==> src/rtl/video_timing_sink_if.sv <==
// ---------------------------------------------------------------------------
// video_timing_sink_if
// Beat stream from the 4-pixel-per-beat video source into video_timing_sink.
//
// Signals:
//   in_valid          source -> sink   beat valid
//   in_ready          sink   -> source beat accepted when in_valid & in_ready
//   in_bits_0..3      source -> sink   pixels x+0..x+3, RGB in [23:0]
//
// Modports:
//   master  the pixel source
//   slave   the timing sink
// ---------------------------------------------------------------------------
interface video_timing_sink_if;
    logic        in_valid;
    logic        in_ready;
    logic [63:0] in_bits_0;
    logic [63:0] in_bits_1;
    logic [63:0] in_bits_2;
    logic [63:0] in_bits_3;

    modport master (
        output in_valid, in_bits_0, in_bits_1, in_bits_2, in_bits_3,
        input  in_ready
    );

    modport slave (
        input  in_valid, in_bits_0, in_bits_1, in_bits_2, in_bits_3,
        output in_ready
    );
endinterface

==> src/rtl/video_timing_sink.sv <==
// ---------------------------------------------------------------------------
// video_timing_sink
// Raster timing generator and pixel sink in front of the TMDS encoder.
// Horizontal timing runs in 4-pixel beats, vertical timing in lines. One beat
// is pulled from the source per active cycle; stale beats left over after the
// active area are drained during vertical blanking so the source lines up
// with the next start_frame.
//
// Ports:
//   clock, reset            pixel-group clock, asynchronous active-low reset
//   enable                  run raster (stop is honoured only at frame end)
//   h_* / v_*               timing (horizontal in pixels, vertical in lines)
//   h_sync_pol, v_sync_pol  1 = active-high sync
//   clear_status            clears sticky flags
//   start_frame             one-cycle pulse requesting the next frame
//   bus (slave)             in_valid / in_ready / in_bits_0..3
//   out_de, out_hsync, out_vsync, out_pixel_0..3   registered video outputs
//   underflow, overflow     sticky status
//
// Optional feature, macro VIDEO_TIMING_SINK_UNDERFLOW_COUNT_EN:
//   adds underflow_count[15:0] (saturating) and outputs magenta for
//   underflowed beats instead of black.
// ---------------------------------------------------------------------------
module video_timing_sink #(
    parameter int CNT_W = 16
) (
    input  logic             clock,
    input  logic             reset,
    input  logic             enable,
    input  logic [CNT_W-1:0] h_active,
    input  logic [CNT_W-1:0] h_front,
    input  logic [CNT_W-1:0] h_sync,
    input  logic [CNT_W-1:0] h_back,
    input  logic [CNT_W-1:0] v_active,
    input  logic [CNT_W-1:0] v_front,
    input  logic [CNT_W-1:0] v_sync,
    input  logic [CNT_W-1:0] v_back,
    input  logic             h_sync_pol,
    input  logic             v_sync_pol,
    input  logic             clear_status,
    output logic             start_frame,
    video_timing_sink_if.slave bus,
    output logic             out_de,
    output logic             out_hsync,
    output logic             out_vsync,
    output logic [23:0]      out_pixel_0,
    output logic [23:0]      out_pixel_1,
    output logic [23:0]      out_pixel_2,
    output logic [23:0]      out_pixel_3,
    output logic             underflow,
`ifdef VIDEO_TIMING_SINK_UNDERFLOW_COUNT_EN
    output logic [15:0]      underflow_count,
`endif
    output logic             overflow
);

`ifdef VIDEO_TIMING_SINK_UNDERFLOW_COUNT_EN
    localparam logic [23:0] UF_PIXEL = 24'hFF00FF;
`else
    localparam logic [23:0] UF_PIXEL = 24'h000000;
`endif

    typedef enum logic {IDLE, RUN} state_t;

    state_t           state, state_next;
    logic [CNT_W-1:0] hcount, vcount, hcount_next, vcount_next;
    logic             start_next;

    logic [CNT_W-1:0] ha, hf, hs, hb, ht, vt, h_last, v_last;
    logic             h_end, v_end, active, flush;
    logic             hsync_region, vsync_region, uf_set, of_set;
    logic             unused_upper;

    // Horizontal fields in beats; the low two pixel bits are dropped.
    assign ha     = h_active >> 2;
    assign hf     = h_front  >> 2;
    assign hs     = h_sync   >> 2;
    assign hb     = h_back   >> 2;
    assign ht     = ha + hf + hs + hb;
    assign vt     = v_active + v_front + v_sync + v_back;
    assign h_last = ht - CNT_W'(1);
    assign v_last = vt - CNT_W'(1);
    assign h_end  = (hcount == h_last);
    assign v_end  = (vcount == v_last);

    // Active area pulls beats; the flush window (vertical blanking except the
    // last line) accepts and discards anything the source still holds. The
    // last line is kept closed so the source can prime the next frame after
    // start_frame without losing its first beat.
    assign active = (state == RUN) && (vcount < v_active) && (hcount < ha);
    assign flush  = (state == RUN) && (vcount >= v_active) && (vcount < v_last);

    assign bus.in_ready = (state == IDLE) || active || flush;

    assign hsync_region = (hcount >= ha + hf) && (hcount < ha + hf + hs);
    assign vsync_region = (vcount >= v_active + v_front) &&
                          (vcount < v_active + v_front + v_sync);

    assign uf_set = active && !bus.in_valid;
    assign of_set = flush && bus.in_valid;

    assign unused_upper = ^{bus.in_bits_0[63:24], bus.in_bits_1[63:24],
                            bus.in_bits_2[63:24], bus.in_bits_3[63:24]};

    // Next-state and counter logic. Entering a frame parks the counters on
    // the last line so start_frame always coincides with (0, VT-1), both on
    // the first frame and on every wrap. A stop request only takes effect on
    // the final beat of a frame.
    always_comb begin
        state_next  = state;
        hcount_next = hcount;
        vcount_next = vcount;
        start_next  = 1'b0;
        case (state)
            IDLE: begin
                if (enable) begin
                    state_next  = RUN;
                    hcount_next = '0;
                    vcount_next = v_last;
                    start_next  = 1'b1;
                end
            end
            RUN: begin
                if (h_end && v_end && !enable) begin
                    state_next  = IDLE;
                    hcount_next = '0;
                    vcount_next = '0;
                end else begin
                    if (h_end) begin
                        hcount_next = '0;
                        vcount_next = v_end ? '0 : vcount + CNT_W'(1);
                    end else begin
                        hcount_next = hcount + CNT_W'(1);
                    end
                    start_next = (hcount_next == '0) && (vcount_next == v_last);
                end
            end
            default: state_next = IDLE;
        endcase
    end

    // State, counters and all registered outputs. Pixels are captured in the
    // accepting cycle so they stay aligned with out_de; sync levels fall back
    // to the inactive polarity whenever the raster is stopped.
    always_ff @(posedge clock or negedge reset) begin
        if (!reset) begin
            state       <= IDLE;
            hcount      <= '0;
            vcount      <= '0;
            start_frame <= 1'b0;
            out_de      <= 1'b0;
            out_hsync   <= 1'b0;
            out_vsync   <= 1'b0;
            out_pixel_0 <= '0;
            out_pixel_1 <= '0;
            out_pixel_2 <= '0;
            out_pixel_3 <= '0;
            underflow   <= 1'b0;
            overflow    <= 1'b0;
        end else begin
            state       <= state_next;
            hcount      <= hcount_next;
            vcount      <= vcount_next;
            start_frame <= start_next;
            out_de      <= active;
            if (active) begin
                out_pixel_0 <= bus.in_valid ? bus.in_bits_0[23:0] : UF_PIXEL;
                out_pixel_1 <= bus.in_valid ? bus.in_bits_1[23:0] : UF_PIXEL;
                out_pixel_2 <= bus.in_valid ? bus.in_bits_2[23:0] : UF_PIXEL;
                out_pixel_3 <= bus.in_valid ? bus.in_bits_3[23:0] : UF_PIXEL;
            end else begin
                out_pixel_0 <= '0;
                out_pixel_1 <= '0;
                out_pixel_2 <= '0;
                out_pixel_3 <= '0;
            end
            if (state == RUN) begin
                out_hsync <= hsync_region ~^ h_sync_pol;
                out_vsync <= vsync_region ~^ v_sync_pol;
            end else begin
                out_hsync <= ~h_sync_pol;
                out_vsync <= ~v_sync_pol;
            end
            // A set in the same cycle as clear_status wins.
            underflow <= uf_set | (underflow & ~clear_status);
            overflow  <= of_set | (overflow & ~clear_status);
        end
    end

`ifdef VIDEO_TIMING_SINK_UNDERFLOW_COUNT_EN
    // Saturating count of underflowed beats; clear wins over increment.
    always_ff @(posedge clock or negedge reset) begin
        if (!reset) begin
            underflow_count <= '0;
        end else if (clear_status) begin
            underflow_count <= '0;
        end else if (uf_set && (underflow_count != 16'hFFFF)) begin
            underflow_count <= underflow_count + 16'd1;
        end
    end
`endif

endmodule

==> src/flat_wrapper.sv <==
// flat-port wrapper written by rule: the top's interface ports become plain ports
module video_timing_sink_flat 
#(
    parameter int CNT_W = 16
)
  (clock, reset, enable, h_active, h_front, h_sync, h_back, v_active, v_front, v_sync, v_back, h_sync_pol, v_sync_pol, clear_status, start_frame, out_de, out_hsync, out_vsync, out_pixel_0, out_pixel_1, out_pixel_2, out_pixel_3, underflow, overflow, bus_in_valid, bus_in_bits_0, bus_in_bits_1, bus_in_bits_2, bus_in_bits_3, bus_in_ready);
  video_timing_sink_if bus_i ();
  input  logic clock;
  input  logic reset;
  input  logic enable;
  input  logic [CNT_W-1:0] h_active;
  input  logic [CNT_W-1:0] h_front;
  input  logic [CNT_W-1:0] h_sync;
  input  logic [CNT_W-1:0] h_back;
  input  logic [CNT_W-1:0] v_active;
  input  logic [CNT_W-1:0] v_front;
  input  logic [CNT_W-1:0] v_sync;
  input  logic [CNT_W-1:0] v_back;
  input  logic h_sync_pol;
  input  logic v_sync_pol;
  input  logic clear_status;
  output logic start_frame;
  output logic out_de;
  output logic out_hsync;
  output logic out_vsync;
  output logic [23:0] out_pixel_0;
  output logic [23:0] out_pixel_1;
  output logic [23:0] out_pixel_2;
  output logic [23:0] out_pixel_3;
  output logic underflow;
  output logic overflow;
  input wire logic [$bits(bus_i.in_valid)-1:0] bus_in_valid;
  input wire logic [$bits(bus_i.in_bits_0)-1:0] bus_in_bits_0;
  input wire logic [$bits(bus_i.in_bits_1)-1:0] bus_in_bits_1;
  input wire logic [$bits(bus_i.in_bits_2)-1:0] bus_in_bits_2;
  input wire logic [$bits(bus_i.in_bits_3)-1:0] bus_in_bits_3;
  output wire logic [$bits(bus_i.in_ready)-1:0] bus_in_ready;
  assign bus_i.in_valid = bus_in_valid;
  assign bus_i.in_bits_0 = bus_in_bits_0;
  assign bus_i.in_bits_1 = bus_in_bits_1;
  assign bus_i.in_bits_2 = bus_in_bits_2;
  assign bus_i.in_bits_3 = bus_in_bits_3;
  assign bus_in_ready = bus_i.in_ready;
  video_timing_sink #(.CNT_W(CNT_W)) u_core (.clock(clock), .reset(reset), .enable(enable), .h_active(h_active), .h_front(h_front), .h_sync(h_sync), .h_back(h_back), .v_active(v_active), .v_front(v_front), .v_sync(v_sync), .v_back(v_back), .h_sync_pol(h_sync_pol), .v_sync_pol(v_sync_pol), .clear_status(clear_status), .start_frame(start_frame), .bus(bus_i), .out_de(out_de), .out_hsync(out_hsync), .out_vsync(out_vsync), .out_pixel_0(out_pixel_0), .out_pixel_1(out_pixel_1), .out_pixel_2(out_pixel_2), .out_pixel_3(out_pixel_3), .underflow(underflow), .overflow(overflow));
endmodule
==> config.mk <==
export PLATFORM = sky130hd
export DESIGN_NAME = video_timing_sink_flat
export DESIGN_NICKNAME = d
export VERILOG_FILES = /design/src/rtl/video_timing_sink_if.sv /design/src/rtl/video_timing_sink.sv /design/src/flat_wrapper.sv
export SDC_FILE = /design/constraint.sdc
export NUM_CORES = 1
export LEC_CHECK = 0
export ABC_CLOCK_PERIOD_IN_PS = 11200
export CAP_MARGIN = 20
export CORE_AREA = 4 4 191 193
export CTS_CLUSTER_DIAMETER = 120
export DETAILED_ROUTE_END_ITERATION = 8
export DIE_AREA = 0 0 195 197
export PLACE_DENSITY = 0.71
export SLEW_MARGIN = 20
export SYNTH_ARGS = -nofsm -noshare
export SYNTH_HDL_FRONTEND = slang
export SYNTH_SLANG_ARGS = --single-unit
==> constraint.sdc <==
create_clock -name clock -period 11.2 [get_ports clock]
set_clock_uncertainty 0.1 [all_clocks]
set_input_delay 2.24 -clock clock [delete_from_list [all_inputs] [get_ports clock]]
set_output_delay 2.24 -clock clock [all_outputs]
set_load 0.005 [all_outputs]
Word level (Yosys, flattened, before mapping)

Index checks and enable logic that the tools add are counted.

Flip-flop bits (word level): 135
Bits of input ports: 391
Output and inout bits: 103
Logic and storage cells: 89

Add/subtract/negate cells: 10
Order comparisons: 8
Equal/unequal tests: 4
Multiplexer cells: 28
Bitwise operators: 10
Reductions and logical operators: 16

Operators with widths:

| kind                                                                 | count |
|---|---|
| 24-bit 2-to-1 mux                                                    | 8 |
| 16-bit 2-to-1 mux                                                    | 11 |
| 16-bit < comparator                                                  | 4 |
| 16-bit one-hot mux with 2 select lines                               | 2 |
| 16-bit adder                                                         | 3 |
| 16-bit equality test                                                 | 3 |
| 16-bit >= comparator                                                 | 3 |
| 16-bit by 1-bit adder with 16-bit output, second input constant      | 2 |
| 16-bit by 14-bit adder with 16-bit output                            | 2 |
| 16-bit by 1-bit subtractor with 16-bit output, second input constant | 2 |
| 16-bit zero test                                                     | 1 |
| 16-bit by 14-bit < comparator with 1-bit output                      | 1 |
| 14-bit by 14-bit adder with 15-bit output                            | 1 |
| 1-bit logical AND                                                    | 11 |
| 1-bit 2-to-1 mux                                                     | 5 |
| 1-bit NOT                                                            | 4 |
| 1-bit one-hot mux with 2 select lines                                | 2 |
| 1-bit AND                                                            | 2 |
| 1-bit zero test                                                      | 2 |
| 1-bit logical OR                                                     | 2 |
| 2-bit inequality test, second input constant                         | 1 |
| 1-bit bitwise OR                                                     | 2 |
| 1-bit bitwise XNOR                                                   | 2 |

Depth between registers and ports, before layout

Depth in word-level cells: 13
Gate-level depth with buffers: 41
Mapped depth without buffers: 40

Worst setup path before layout

Ideal clock, no wire load.

Path kind: in2out
From: in v_active[0]
To: out bus_in_ready
Data arrival time: 7.471 ns
Required time: 8.860 ns
Path slack: 1.389 ns
Stages: 29
Buffers on the path: 0
Cell sequence: ha_1 > fa_1 > a21o_1 > a21oi_1 > o21bai_1 > a21oi_1 > o21bai_1 > a21oi_1 > o21bai_1 > a21oi_1 > xnor2_1 > ha_1 > nand4_1 > a211oi_1 > o31ai_1 > nand2b_1 > xor2_1 > xnor2_1 > ha_1 > o41ai_1 > o21bai_1 > a21oi_1 > xnor2_1 > xnor2_1 > xnor2_1 > ha_1 > o21ai_0 > o2111ai_1 > nand3_1

Cells in the longest elaborated chain, start to end: 7
Elaborated cells between the ends (all ways): 13
Classes of those cells: 4 x add/sub; 3 x order compare; 6 x reduce/logical

Ends and longest elaborated chain:

| what                                          | RTL line                | RTL |
|---|---|---|
| start: declaration                            | flat_wrapper.sv:15      | `input logic [CNT_W-1:0] v_active;` |
| 16-bit adder (3 in series)                    | video_timing_sink.sv:80 | `assign vt = v_active + v_front + v_sync + v_back;` |
| 16-bit by 1-bit subtractor with 16-bit output | video_timing_sink.sv:82 | `assign v_last = vt - CNT_W'(1);` |
| 16-bit < comparator                           | video_timing_sink.sv:91 | `assign flush = (state == RUN) && (vcount >= v_active) && (vcount < v_last);` |
| 1-bit logical AND                             | video_timing_sink.sv:91 |  |
| 1-bit logical OR *                            | video_timing_sink.sv:93 | `assign bus.in_ready = (state == IDLE) \|\| active \|\| flush;` |
| end: declaration                              | flat_wrapper.sv:37      | `output wire logic [$bits(bus_i.in_ready)-1:0] bus_in_ready;` |

Every way passes the cells marked *; elsewhere a longest branch is shown, timed or not.

Worst setup path after layout

Ends and elaborated chain as after synthesis.

==> metrics.yaml <==
logic_synthesis:
  synth_area_um2: 13290
  synth.distinct_cells: 75
  synth.area.top_cells: "dfrtp_1, ha_1, and3_1"
  synth_largest_area_cell: "dfrtp_1"
  synthFlopType: "dfrtp_1"
  syn_nets: 2171
  ys_warn_count: 0
  synth-edff-count: 0
  synth.avg_cell_area_um2: 8.527
  ys_seq_area_frac: 0.2543
  ys_async_sr_fraction: 1.000
  yosys.area.top_type_share: 0.2543
  syn_inst: 1558
  synth.most_common_cell: "ha_1"
  ys_ff_latch: 135
  netlist_top_cells_count: "ha_1, inv_1, dfrtp_1, and3_1, a21oi_1"
die:
  ios: 494
  row_count: 68
  die_h_um: 197
  core_area_um2: 34540
  die_area_um2: 38420
  start_util: 0.3846
  die_width_um: 195
route:
  viasPerCell: 5.382
  ant_nets: 0
  wl_per_cell_um: 17.81
  drc: 0
  dr.pass1.iters: 7
  vias: 12760
  postRouteWirelength_um: 42220
  dr.first_iter.drc_count: 850
setup_path:
  cp.required_ns: 8.86
  endpoint_kind: "primary output"
  cpMostUsedCell: "a21oi_2"
  path_buf_inv: 4
  path_max_fanout: 5
  slowest_stage: "clkdlybuf4s50_1"
  crit_family: "compound AO/OA/AOI/OAI gates"
  critPathLaunchType: "input pin"
  crit_arrival_ns: 8.37
  critPathKind: "in2out"
  worstReg2RegStart: "u_core.vcount[1]$_DFFE_PN0P_"
  crit_path_max_incr_delay_ns: 0.44
  critical_path.startpoint: "v_active[0]"
grt:
  overflow: 0
  grt_max_degree: 99
  grtUsageTotal: 0.2085
  grt_pass1_vias: 12570
  antenna_found_initial: 1
  grt_pass1_wl_um: 65700
timing:
  fin_setup_tns_ns: 0
  fin_hold_ws_ns: 0.4525
  tightest_slew_ns: 0.9903
  hold_violations: 0
  period_share: 0.9559
  slew_violations: 0
  maxSlewHeadroom: 0.3228
  period_minus_slack_ns: 10.71
  fmax_mhz: 93.40
  setup-violations-final: 0
clock_network:
  cts_buffers: 17
  cts.hold.buffers_added: 0
  clkSinkCount: 135
  clk_latency_ns: 0.42
  clk_path_buf_depth: 2
  root_buffer: "clkbuf_16"
  clk_pin_slew_worst_paths_ns: 0.06
  cts-htree-levels: 4
  cts_tree: "done"
layout:
  nFillCells: 3236
  final_layout_size_suffix_gt1_frac: 0.06893
  final_util: 0.5218
  area_growth_pct: 35.68
  final_nets: 2515
  n_antenna_cell: 0
placement:
  hpwl_um: 33730
  port_buffers: 325
  place.gp.congestion: 0.9011
power:
  power.leakage_uw: 0.008870
  powerDensity_nw_per_um2: 217.5
  power_uw: 3920
  peakVddDrop_mv: 0.1179
hold_path:
  min_path_type: "reg2reg"
  min_from: "u_core.overflow$_DFF_PN0_"
flow_run:
  cap_violations: 0
outcome:
  status: "completed"
-- report_power, final --
group	total (µW)	internal [µW]	switching [µW]
Clock	628	380	247
Combinational	2650	1260	1390
Sequential	639	551	88.6
-- worst min-delay path, delay by kind of cell, from the launching register on --
kind / cells / cell delay, ns
AOI/OAI and AO/OA: 1 / 0.07
DFF: 1 / 0.38
buffers and inverters: 1 / 0.06
-- kinds of logic after synthesis --
family | Yosys count | share of synthesized area
AOI/OAI and AO/OA | 403 | 0.2036
and+or+nand+nor | 427 | 0.1748
buffers and inverters | 247 | 0.07054
xor gates and xnor gates | 110 | 0.07365
adders and majority gates | 223 | 0.2132
DFF | 135 | 0.2543
muxes | 13 | 0.009889
-- routing by layer --
layer,share of wire,global-route usage,vias up
met5,0.00019,0,-
met4,0.022,0.06362,2
met3,0.050,0.03145,58
met2,0.48,0.3516,379
met1,0.45,0.2779,6066
li1,-,-,6251
-- layout by cell type (no fill, tap or decap), types with 5 or more instances in the layout --
master | Yosys | final
a211o_1 | 9 | 9
a211oi_1 | 24 | 23
a21o_1 | 55 | 55
a21oi_1 | 91 | 86
a21oi_2 | 1 | 6
a31oi_1 | 14 | 14
and2_1 | 7 | 7
and3_1 | 113 | 113
and4_1 | 7 | 7
buf_4 | 0 | 59
clkbuf_16 | 0 | 17
clkdlybuf4s50_1 | 0 | 322
dfrtp_1 | 135 | 135
fa_1 | 6 | 6
ha_1 | 216 | 216
inv_1 | 186 | 185
inv_6 | 0 | 5
mux2i_1 | 12 | 12
nand2_1 | 62 | 62
nand2b_1 | 19 | 19
nand3_1 | 33 | 33
nand4_1 | 21 | 21
nor2_1 | 73 | 71
nor2b_1 | 22 | 22
nor3_1 | 25 | 25
nor4_1 | 6 | 6
o2111ai_1 | 6 | 6
o211a_1 | 6 | 6
o211ai_1 | 11 | 11
o21a_1 | 25 | 25
o21ai_0 | 82 | 80
o21bai_1 | 13 | 13
o31a_1 | 5 | 5
o31ai_1 | 14 | 13
o41ai_1 | 6 | 5
or2_2 | 10 | 10
or3_1 | 10 | 10
or4_1 | 7 | 7
xnor2_1 | 68 | 66
xor2_1 | 40 | 39
-- what timing repair did --
| item | CTS | global route |
|---|---|---|
| endpoints found under the setup margin | 1 | 1 |
| setup buffers | 2 | 0 |
| resized for setup | 5 | 13 |
| pin swaps | 4 | 9 |
-- per-stage QoR --
step,setup WS [ns],std cells,instance area [µm²]
finish,0.4938,2370,18030
global route,-0.006095,2370,18030
CTS,0.08954,2370,17980
detailed placement,-0.2691,2336,17300
global placement,-0.2196,2336,17300
floorplan,1.389,1558,13290
-- path summary, 6_finish.rpt --
| kind | slack (ns) | cells past startpoint | to |
|---|---|---|---|
| setup reg to reg | 6.31 | 16 | u_core.out_pixel_0[7]$_DFF_PN0_ |
| min in group asynchronous | 1.75 | 1 | u_core.out_pixel_1[10]$_DFF_PN0_ |
| max in group asynchronous | 7.95 | 2 | u_core.out_pixel_1[7]$_DFF_PN0_ |
| hold reg to reg | 0.45 | 2 | u_core.overflow$_DFF_PN0_ |
| hold / removal | 0.45 | 2 | u_core.overflow$_DFF_PN0_ |
| setup / recovery | 0.49 | 35 | bus_in_ready |
-- flip-flops by register name (all words and copies together) (netlist names) --
name,count
u_core.out_de,1
u_core.out_pixel_3,24
u_core.out_vsync,1
u_core.start_frame,1
u_core.out_pixel_0,24
u_core.state,1
u_core.out_pixel_2,24
u_core.vcount,16
u_core.underflow,1
u_core.hcount,16
u_core.overflow,1
u_core.out_pixel_1,24
u_core.out_hsync,1
-- cell type report --
type                    count  area (µm²)  share of cell area
clock buffers              18       429.2             0.02381
repair buffers            384        3687              0.2046
clock inverters            14       210.2             0.01166
well taps                 455       569.3             0.03158
inverters                 188       705.7             0.03915
multi-input cells        1176        9046              0.5018
flip-flops and latches    135        3378              0.1874
(Power assumes the default switching activity.)
